$ cat src/rtl/cart_pkg.sv
// Shared definitions for the cartridge bus controller: FSM encoding,
// bank-switch hotspot bases and the SuperChip RAM window.
// Pure declarations; no logic, no latency, no flow control.
package cart_pkg;

    typedef enum logic [1:0] {
        ST_IDLE  = 2'd0,
        ST_FETCH = 2'd1,
        ST_DONE  = 2'd2
    } cart_state_t;

    // First hotspot offset (A[11:0]) per scheme; hotspot n selects bank n.
    localparam logic [11:0] HS_BASE_F8 = 12'hFF8;
    localparam logic [11:0] HS_BASE_F6 = 12'hFF6;
    localparam logic [11:0] HS_BASE_F4 = 12'hFF4;

    // SuperChip occupies 1000-10FF: A[7]=0 is the write port, A[7]=1 the read port.
    localparam logic [4:0] SC_PAGE  = 5'h10;
    localparam int         SC_DEPTH = 128;
    localparam int         SC_AW    = 7;

    function automatic logic [11:0] hs_base(input int banks);
        case (banks)
            2:       return HS_BASE_F8;
            4:       return HS_BASE_F6;
            default: return HS_BASE_F4;
        endcase
    endfunction

endpackage

$ cat src/rtl/cart_sc_ram.sv
// SuperChip on-cartridge RAM, 128x8.
// Write commits at the clock edge; read is combinational (zero latency).
// No backpressure: every enabled write is accepted.
module cart_sc_ram
    import cart_pkg::*;
(
    input  logic             clk,
    input  logic             we,
    input  logic [SC_AW-1:0] waddr,
    input  logic [7:0]       wdata,
    input  logic [SC_AW-1:0] raddr,
    output logic [7:0]       rdata
);

    logic [7:0] mem [SC_DEPTH];

    // Contents deliberately survive reset, like the real cartridge RAM.
    always_ff @(posedge clk) begin
        if (we) begin
            mem[waddr] <= wdata;
        end
    end

    assign rdata = mem[raddr];

endmodule

$ cat src/rtl/cart_bank_ctrl.sv
// Cartridge bus controller: ROM fetch handshake, F8/F6/F4 banking, optional SuperChip (SUPERCHIP_EN).
// Latency: cartridge read stalls from the address cycle until the cycle after MEM_ACK (>=2 stalls).
// Backpressure: RDY low stalls the CPU while the external ROM has not acknowledged.
module cart_bank_ctrl
    import cart_pkg::*;
#(
    parameter int BANKS = 2
) (
    input  logic        MCLK,
    input  logic        RES,
    input  logic [12:0] A,
    input  logic        R_W,
    input  logic [7:0]  D_IN,
    output logic [7:0]  D_OUT,
    output logic        RDY,
    output logic        MEM_REQ,
    output logic [14:0] MEM_ADDR,
    input  logic        MEM_ACK,
    input  logic [7:0]  MEM_DATA,
    output logic [2:0]  BANK
);

    if (BANKS != 2 && BANKS != 4 && BANKS != 8) begin : g_bad_banks
        $error("cart_bank_ctrl: BANKS must be 2, 4 or 8");
    end

    localparam logic [11:0] HS_BASE = hs_base(BANKS);
    localparam logic [11:0] HS_LAST = HS_BASE + 12'(BANKS - 1);

    cart_state_t state;
    logic [2:0]  bank_q;
    logic [2:0]  pend_bank;
    logic        pend_vld;
    logic [7:0]  data_q;

    logic        cart_sel;
    logic        hs_hit;
    logic [2:0]  hs_bank;
    logic        sc_win;
    logic        sc_rd;
    logic [7:0]  sc_rdata;
    logic        rom_rd;

    assign cart_sel = A[12];
    assign hs_hit   = cart_sel && (A[11:0] >= HS_BASE) && (A[11:0] <= HS_LAST);
    // Offset from the first hotspot is always < 8, so three bits suffice.
    assign hs_bank  = A[2:0] - HS_BASE[2:0];

`ifdef SUPERCHIP_EN
    logic sc_wr;

    assign sc_win = (A[12:8] == SC_PAGE);
    assign sc_wr  = sc_win && !R_W && !A[7];
    assign sc_rd  = sc_win && R_W && A[7];

    cart_sc_ram u_sc_ram (
        .clk   (MCLK),
        .we    (sc_wr && (state == ST_IDLE)),
        .waddr (A[6:0]),
        .wdata (D_IN),
        .raddr (A[6:0]),
        .rdata (sc_rdata)
    );
`else
    logic unused_d_in;

    assign unused_d_in = ^D_IN;
    assign sc_win      = 1'b0;
    assign sc_rd       = 1'b0;
    assign sc_rdata    = 8'h00;
`endif

    // A cartridge read that must go out to the external ROM.
    assign rom_rd = cart_sel && R_W && !sc_win;

    assign BANK = bank_q;

    // Fetch sequencer; a hotspot read defers its bank change to DONE->IDLE so the data comes from the old bank.
    always_ff @(posedge MCLK) begin
        if (RES) begin
            state     <= ST_IDLE;
            MEM_REQ   <= 1'b0;
            MEM_ADDR  <= '0;
            data_q    <= 8'h00;
            bank_q    <= 3'(BANKS - 1);
            pend_bank <= '0;
            pend_vld  <= 1'b0;
        end else begin
            case (state)
                ST_IDLE: begin
                    if (rom_rd) begin
                        state     <= ST_FETCH;
                        MEM_REQ   <= 1'b1;
                        MEM_ADDR  <= {bank_q, A[11:0]};
                        pend_vld  <= hs_hit;
                        pend_bank <= hs_bank;
                    end else if (cart_sel && !R_W && hs_hit) begin
                        bank_q <= hs_bank;
                    end
                end
                ST_FETCH: begin
                    if (MEM_ACK) begin
                        data_q  <= MEM_DATA;
                        MEM_REQ <= 1'b0;
                        state   <= ST_DONE;
                    end
                end
                ST_DONE: begin
                    state <= ST_IDLE;
                    if (pend_vld) begin
                        bank_q   <= pend_bank;
                        pend_vld <= 1'b0;
                    end
                end
                default: begin
                    state   <= ST_IDLE;
                    MEM_REQ <= 1'b0;
                end
            endcase
        end
    end

    // CPU-facing stall and read-data mux; the IDLE stall is combinational so the address cycle itself stalls.
    always_comb begin
        RDY   = 1'b1;
        D_OUT = 8'h00;
        case (state)
            ST_IDLE: begin
                if (rom_rd) begin
                    RDY = 1'b0;
                end else if (sc_rd) begin
                    D_OUT = sc_rdata;
                end
            end
            ST_FETCH: RDY = 1'b0;
            ST_DONE:  D_OUT = data_q;
            default:  RDY = 1'b1;
        endcase
    end

endmodule

$ cat config.mk
export PLATFORM = sky130hd
export DESIGN_NAME = cart_bank_ctrl
export DESIGN_NICKNAME = d
export VERILOG_FILES = /design/src/rtl/cart_pkg.sv /design/src/rtl/cart_sc_ram.sv /design/src/rtl/cart_bank_ctrl.sv
export SDC_FILE = /design/constraint.sdc
export NUM_CORES = 1
export LEC_CHECK = 0
export ABC_AREA = 0
export CAP_MARGIN = 5
export CORE_MARGIN = 1.5
export CORE_UTILIZATION = 39
export CTS_CLUSTER_SIZE = 24
export DETAILED_ROUTE_END_ITERATION = 6
export PLACE_DENSITY = 0.81
export SETUP_SLACK_MARGIN = 0.5
export SLEW_MARGIN = 20
export SYNTH_ARGS = -nofsm -noshare
export SYNTH_HDL_FRONTEND = slang
export SYNTH_SLANG_ARGS = --single-unit
$ cat constraint.sdc
create_clock -name MCLK -period 1.9 [get_ports MCLK]
set_clock_uncertainty 0.15 [all_clocks]
set_input_delay 0.38 -clock MCLK [delete_from_list [all_inputs] [get_ports MCLK]]
set_output_delay 0.38 -clock MCLK [all_outputs]
set_load 0.02 [all_outputs]
==> flow_metrics.py, run 1 <==
metrics = {
    "clock_tree": {
        "hold_buffers": 0,
        "clock-root-buffer": "clkbuf_4",
        "clk_pin_slew_ns": 0.10,
        "cts_max_level": 2,
        "tritoncts": "done",
        "clk_latency_ns": 0.32,
        "cts.sinks": 30,
        "cts_buffer_depth": 2,
        "cts_buffers": 5,
    },
    "synth": {
        "synth-async-reset-ratio": 0,
        "ys_ff_latch": 30,
        "syn_avg_cell_area_um2": 8.55,
        "synth_ff_type": "dfxtp_1",
        "synthesis.nets": 179,
        "netlist_instances": 146,
        "synth_edf_count": 0,
        "ys.warnings.count": 0,
        "synth_cell_types": 25,
        "synth_area_um2": 1250,
        "ys_seq_area_frac": 0.481,
    },
    "place": {
        "place_area_um2": 1900,
        "gp_congestion": 0.823,
        "port_buffers": 52,
        "dp_hpwl_um": 2310,
        "dp.cells": 245,
    },
    "floorplan": {
        "row_count": 20,
        "die_area_um2": 3550,
        "dieWidth_um": 59.6,
        "start_util": 0.409,
        "die_y_um": 59.6,
        "ios": 61,
        "core_area_um2": 3050,
    },
    "power_and_ir_drop": {
        "p_leak_nw": 1.05,
        "p_per_area_nw_per_um2": 688,
        "ir_drop_mv": 0.535,
    },
    "cells_and_area": {
        "design_area_um2": 2380,
        "regArea_um2": 627,
        "n_antenna_cell": 0,
        "n_fill_cell": 197,
        "finalCoreUtilization": 0.780,
        "drive_gt1_frac": 0.590,
        "area_delta_synth_final_pct": 90.8,
        "multi_input_comb_area_um2": 866,
        "most-common-layout-cells": "25 x buf_4, 18 x a21oi_2, 17 x dfxtp_1, 16 x nand2_1, 16 x buf_6",
        "final_cells": 266,
        "final_nets": 254,
        "final_common_cell": "buf_4",
    },
    "sta": {
        "rsz0062_at_grt": "true",
        "report.final.slew_viol_count": 0,
        "period_share": 0.935,
        "fmaxAchievable_mhz": 563,
        "slew_headroom": 0.773,
        "tightestPinTransition_ns": 0.340,
        "setup-tns-final_ns": 0,
        "fin_crit_ns": 1.78,
        "final-hold-violation-count": 0,
        "finalSetupViolations": 0,
    },
    "detailed_routing": {
        "avgRoutedWirePerCell_um": 16.2,
        "vias_per_cell": 5.06,
        "firstDrtPassIters": 4,
        "ant_nets": 0,
        "drc_errors": 0,
        "vias": 1347,
        "drt_iter0_markers": 33,
        "routed_wl_um": 4320,
    },
    "critical_path": {
        "startpoint_type": "primary input",
        "r2r-end": "BANK[1]$_SDFFE_PP0P_",
        "timing.rr.start": "state[0]$_SDFFE_PP0P_",
        "worstRegToRegCells": 5,
        "crit_path_end_kind": "flop",
        "r2r_slack_ns": 0.15,
        "criticalPathCategory": "primary input to flop",
        "crit_arrival_ns": 1.87,
        "cp_max_fo": 3,
        "worstPathRequired_ns": 1.99,
    },
    "global_route": {
        "grt_pass1_vias": 1150,
        "antenna_found_initial": 0,
        "grt_pass1_wl_um": 5040,
        "gr-usage-all-layers": 0.192,
        "grt_max_degree": 19,
        "overflow": 0,
    },
    "outcome": {
        "status": "complete, no violations",
    },
    "min_path": {
        "holdPathEnd": "MEM_ADDR[7]$_SDFFE_PP0P_",
        "worstHoldStart": "A[7]",
        "whs_path_depth": 3,
        "hold_class": "primary input to flop",
    },
    "run": {
        "maxCapViolations": 0,
    },
}
[cells by family after synthesis]
| family | after synthesis | synth area share |
|---|---|---|
| AOI/OAI and AO/OA | 27 | 0.122 |
| and+or+nand+nor | 66 | 0.268 |
| DFF | 30 | 0.481 |
| muxes | 11 | 0.0902 |
| buffers and inverters | 12 | 0.0391 |
[worst max-delay path by stage]
stage | startpoint | to | cells after the start
floorplan | A[2] | BANK[1]$_SDFFE_PP0P_ | 4
global placement | A[12] | RDY | 4
detailed placement | A[2] | BANK[2]$_SDFFE_PP0P_ | 5
CTS | state[0]$_SDFFE_PP0P_ | BANK[1]$_SDFFE_PP0P_ | 5
global route | state[0]$_SDFFE_PP0P_ | BANK[1]$_SDFFE_PP0P_ | 5
finish | A[2] | BANK[1]$_SDFFE_PP0P_ | 5
[what timing repair did]
item	in CTS	in global routing
endpoints found under the hold margin	0	0
cloned	1	4
pin swaps	15	32
setup buffers	2	6
gates resized for setup	163	86
setup endpoints to repair	49	46
[synthesized netlist by cell type, drive strengths merged (2+ instances only)]
cell type  instances  area [um^2]
a211oi             5         37.5
nand2b             2         12.5
mux2i              9         90.1
a21oi             19         95.1
and2               9         56.3
buf                4         18.8
dfxtp             30          601
clkbuf             5         18.8
inv                3         11.3
a21o               2         15.0
or3                2         12.5
nor2              11         41.3
mux2               2         22.5
nand2             32          120
nand3b             2         15.0
nand4b             2         32.5
[where the power goes]
group	internal (mW)	total (mW)	switching, mW	leakage (nW)
Sequential	0.651	0.672	0.0217	0.250
Combinational	0.151	0.294	0.143	0.742
Clock	0.446	0.673	0.227	0.0585
Total	1.25	1.64	0.392	1.05
[per-layer routing]
layer | vias to the layer above | global-route usage | wire length (um)
met4 | 0 | 0.0952 | 58
met2 | 49 | 0.334 | 2240
li1 | 644 | - | -
met3 | 6 | 0.0502 | 236
met5 | - | 0 | 0
met1 | 648 | 0.214 | 1780
[area by class of cell]
| class | instances | area share |
|---|---|---|
| inverter | 3 | 0.00473 |
| tap | 44 | 0.0231 |
| clock buffer | 6 | 0.0215 |
| sequential | 30 | 0.263 |
| timing repair buffer | 76 | 0.299 |
| clock inverter | 2 | 0.0252 |
| multi-input combinational | 105 | 0.363 |
[critical path, cell delays in order]
cell and delay [ns]:
dlygate4sd2_1 0.26, nand4b_1 0.22, or4b_4 0.57, a21o_1 0.24, a211oi_2 0.20
[flip-flops by register name (all words and copies together) (netlist names)]
| name | count |
|---|---|
| pend_vld | 1 |
| MEM_REQ | 1 |
| state | 2 |
| BANK | 3 |
| data_q | 8 |
| MEM_ADDR | 15 |
[through the flow]
| step | total power [mW] | setup slack [ns] | hold WS [ns] |
|---|---|---|---|
| after floorplan | 0.776 | 0.208 | 0.288 |
| after global placement | 0.889 | -0.342 | 0.290 |
| after detailed placement | 0.896 | -0.370 | 0.295 |
| after CTS | 1.55 | 0.131 | 0.287 |
| after global routing | 1.70 | 0.0943 | 0.283 |
| final | 1.64 | 0.123 | 0.312 |
No activity file was read; power rests on OpenSTA's default activity.
==> inputs of run 2 (changes only) <==
--- a/config.mk
+++ b/config.mk
@@ -9,7 +9,7 @@
 export CAP_MARGIN = 5
 export CORE_MARGIN = 1.5
 export CORE_UTILIZATION = 39
-export CTS_CLUSTER_SIZE = 24
+export CTS_CLUSTER_SIZE = 12
 export DETAILED_ROUTE_END_ITERATION = 6
 export PLACE_DENSITY = 0.81
 export SETUP_SLACK_MARGIN = 0.5
==> results of run 2 <==
The final DEF is identical to that of run 1; final timing and power are the same.
==> inputs of run 3 (changes only) <==
--- a/config.mk
+++ b/config.mk
@@ -11,7 +11,7 @@
 export CORE_UTILIZATION = 39
 export CTS_CLUSTER_SIZE = 12
 export DETAILED_ROUTE_END_ITERATION = 6
-export PLACE_DENSITY = 0.81
+export PLACE_DENSITY = 0.78
 export SETUP_SLACK_MARGIN = 0.5
 export SLEW_MARGIN = 20
 export SYNTH_ARGS = -nofsm -noshare
==> constraint.sdc (replaced) <==
create_clock -name MCLK -period 2 [get_ports MCLK]
set_clock_uncertainty 0.15 [all_clocks]
set_input_delay 0.4 -clock MCLK [delete_from_list [all_inputs] [get_ports MCLK]]
set_output_delay 0.4 -clock MCLK [all_outputs]
set_load 0.02 [all_outputs]
==> run 3 against run 2 <==
Setup slack improved by 0.14 ns. First-iteration DRC count rose by 30%. Utilization fell by 12 points. Critical endpoint is now RDY. Critical path depth fell by 1. Die area did not move. Count of clock-buffer cells in the layout rose by 1. Highest routed layer unchanged. Final cell count fell by 1.5%. Sequential share of layout area rose by 3.9 points. Flip-flop and latch count did not move. Routed wire length fell by 19%. Largest power group is now registers.
==> flow_metrics.py, run 3 (synthesis results as in run 1) <==
metrics = {
    "global_route": {
        "grt_max_degree": 19,
        "antenna_found_initial": 0,
        "grt_pass1_wl_um": 5330,
        "overflow": 0,
        "grt_pass1_vias": 1270,
        "gr-usage-all-layers": 0.205,
    },
    "place": {
        "dp_hpwl_um": 2320,
        "port_buffers": 52,
        "place_area_um2": 1900,
        "gp_congestion": 0.814,
    },
    "outcome": {
        "status": "complete, no violations",
    },
    "critical_path": {
        "cp_max_fo": 6,
        "crit_path_end_kind": "output port",
        "crit_arrival_ns": 1.19,
        "crit_start": "state[0]$_SDFFE_PP0P_",
        "criticalPathCategory": "flop to output port",
        "worstPathRequired_ns": 1.45,
        "startpoint_type": "flop",
        "timing.rr.start": "state[0]$_SDFFE_PP0P_",
    },
    "clock_tree": {
        "cts_max_level": 2,
        "clock-root-buffer": "clkbuf_4",
        "cts_buffers": 5,
        "clk_pin_slew_ns": 0.09,
        "clk_latency_ns": 0.33,
        "cts_buffer_depth": 2,
        "hold_buffers": 0,
        "tritoncts": "done",
        "cts.sinks": 30,
    },
    "detailed_routing": {
        "drc_errors": 0,
        "vias_per_cell": 4.90,
        "vias": 1284,
        "routed_wl_um": 3500,
        "avgRoutedWirePerCell_um": 13.3,
        "drt_iter0_markers": 43,
        "firstDrtPassIters": 4,
        "ant_nets": 0,
    },
    "cells_and_area": {
        "drive_gt1_frac": 0.372,
        "regArea_um2": 606,
        "largest_reg_flops": 15,
        "final_nets": 250,
        "n_antenna_cell": 0,
        "multi_input_comb_area_um2": 684,
        "n_fill_cell": 274,
        "top_register": "MEM_ADDR",
        "design_area_um2": 2010,
        "area_delta_synth_final_pct": 60.6,
        "most-common-layout-cells": "32 x nand2_1, 28 x dfxtp_1, 20 x buf_2, 18 x a21oi_1, 15 x buf_6",
        "final_common_cell": "nand2_1",
    },
    "sta": {
        "tightestPinTransition_ns": 0.351,
        "setup-tns-final_ns": 0,
        "fin_crit_ns": 1.74,
        "fmaxAchievable_mhz": 576,
        "report.final.slew_viol_count": 0,
        "finalSetupViolations": 0,
        "rsz0062_at_grt": "true",
        "period_share": 0.868,
        "final-hold-violation-count": 0,
        "slew_headroom": 0.765,
    },
    "floorplan": {
        "die_area_um2": 3550,
        "row_count": 20,
        "core_area_um2": 3050,
        "dieWidth_um": 59.6,
        "die_y_um": 59.6,
        "ios": 61,
        "start_util": 0.409,
    },
    "run": {
        "maxCapViolations": 0,
    },
    "power_and_ir_drop": {
        "fin_total_pwr_mw": 1.22,
        "p_per_area_nw_per_um2": 608,
        "ir_drop_mv": 0.275,
        "p_leak_nw": 0.915,
    },
    "min_path": {
        "worstHoldStart": "A[2]",
        "hold_class": "primary input to flop",
    },
}
[run 3: stage by stage]
stage | instances | setup slack [ns] | hold slack, ns | util
after global routing | 262 | 0.231 | 0.280 | 0.657
after CTS | 260 | 0.259 | 0.289 | 0.667
after floorplan | 146 | 0.288 | 0.288 | -
after detailed placement | 247 | -0.279 | 0.297 | 0.622
final | 262 | 0.263 | 0.278 | 0.657
after global placement | 247 | -0.252 | 0.292 | 0.622
[run 3: final cells by class]
cell class,instances,area share
clock buffers,7,0.0274
clock inverters,1,0.00250
inverters,3,0.00561
multi-input cells,105,0.341
flip-flops and latches,30,0.302
well taps,44,0.0274
repair buffers,72,0.294
[run 3: worst max-delay path, stage by stage, from the launching register on]
cell and delay, ns:
dfxtp_4 0.40, buf_6 0.13, inv_2 0.04, a21o_1 0.16, buf_6 0.13
[run 3: timing repair]
item                                    in CTS  in global routing
gates cloned                                 1                  1
endpoints found under the setup margin      49                 37
pin swaps                                   14                  5
setup buffers                                4                  1
resized for setup                          155                 20
[run 3: metal layers]
metal / vias to the layer above / global-route usage / wire length (um)
met2: 56 / 0.359 / 1700
met5: - / 0 / 0
met1: 582 / 0.208 / 1350
met4: 0 / 0.114 / 118
li1: 632 / - / -
met3: 14 / 0.0786 / 329
[run 3: power by group]
part,total (mW),internal (mW),switching (mW)
sequential,0.631,0.618,0.0128
clock,0.381,0.170,0.211
combinational,0.208,0.104,0.104
[run 3: path summary, 6_finish.rpt]
check | slack (ns) | cells after the start | end
worst max-delay path | 0.26 | 4 | RDY
worst min-delay path | 0.28 | 4 | MEM_ADDR[2]$_SDFFE_PP0P_
worst max register to register | 0.29 | 5 | BANK[0]$_SDFFE_PP1P_
worst min register to register | 0.30 | 2 | MEM_ADDR[3]$_SDFFE_PP0P_
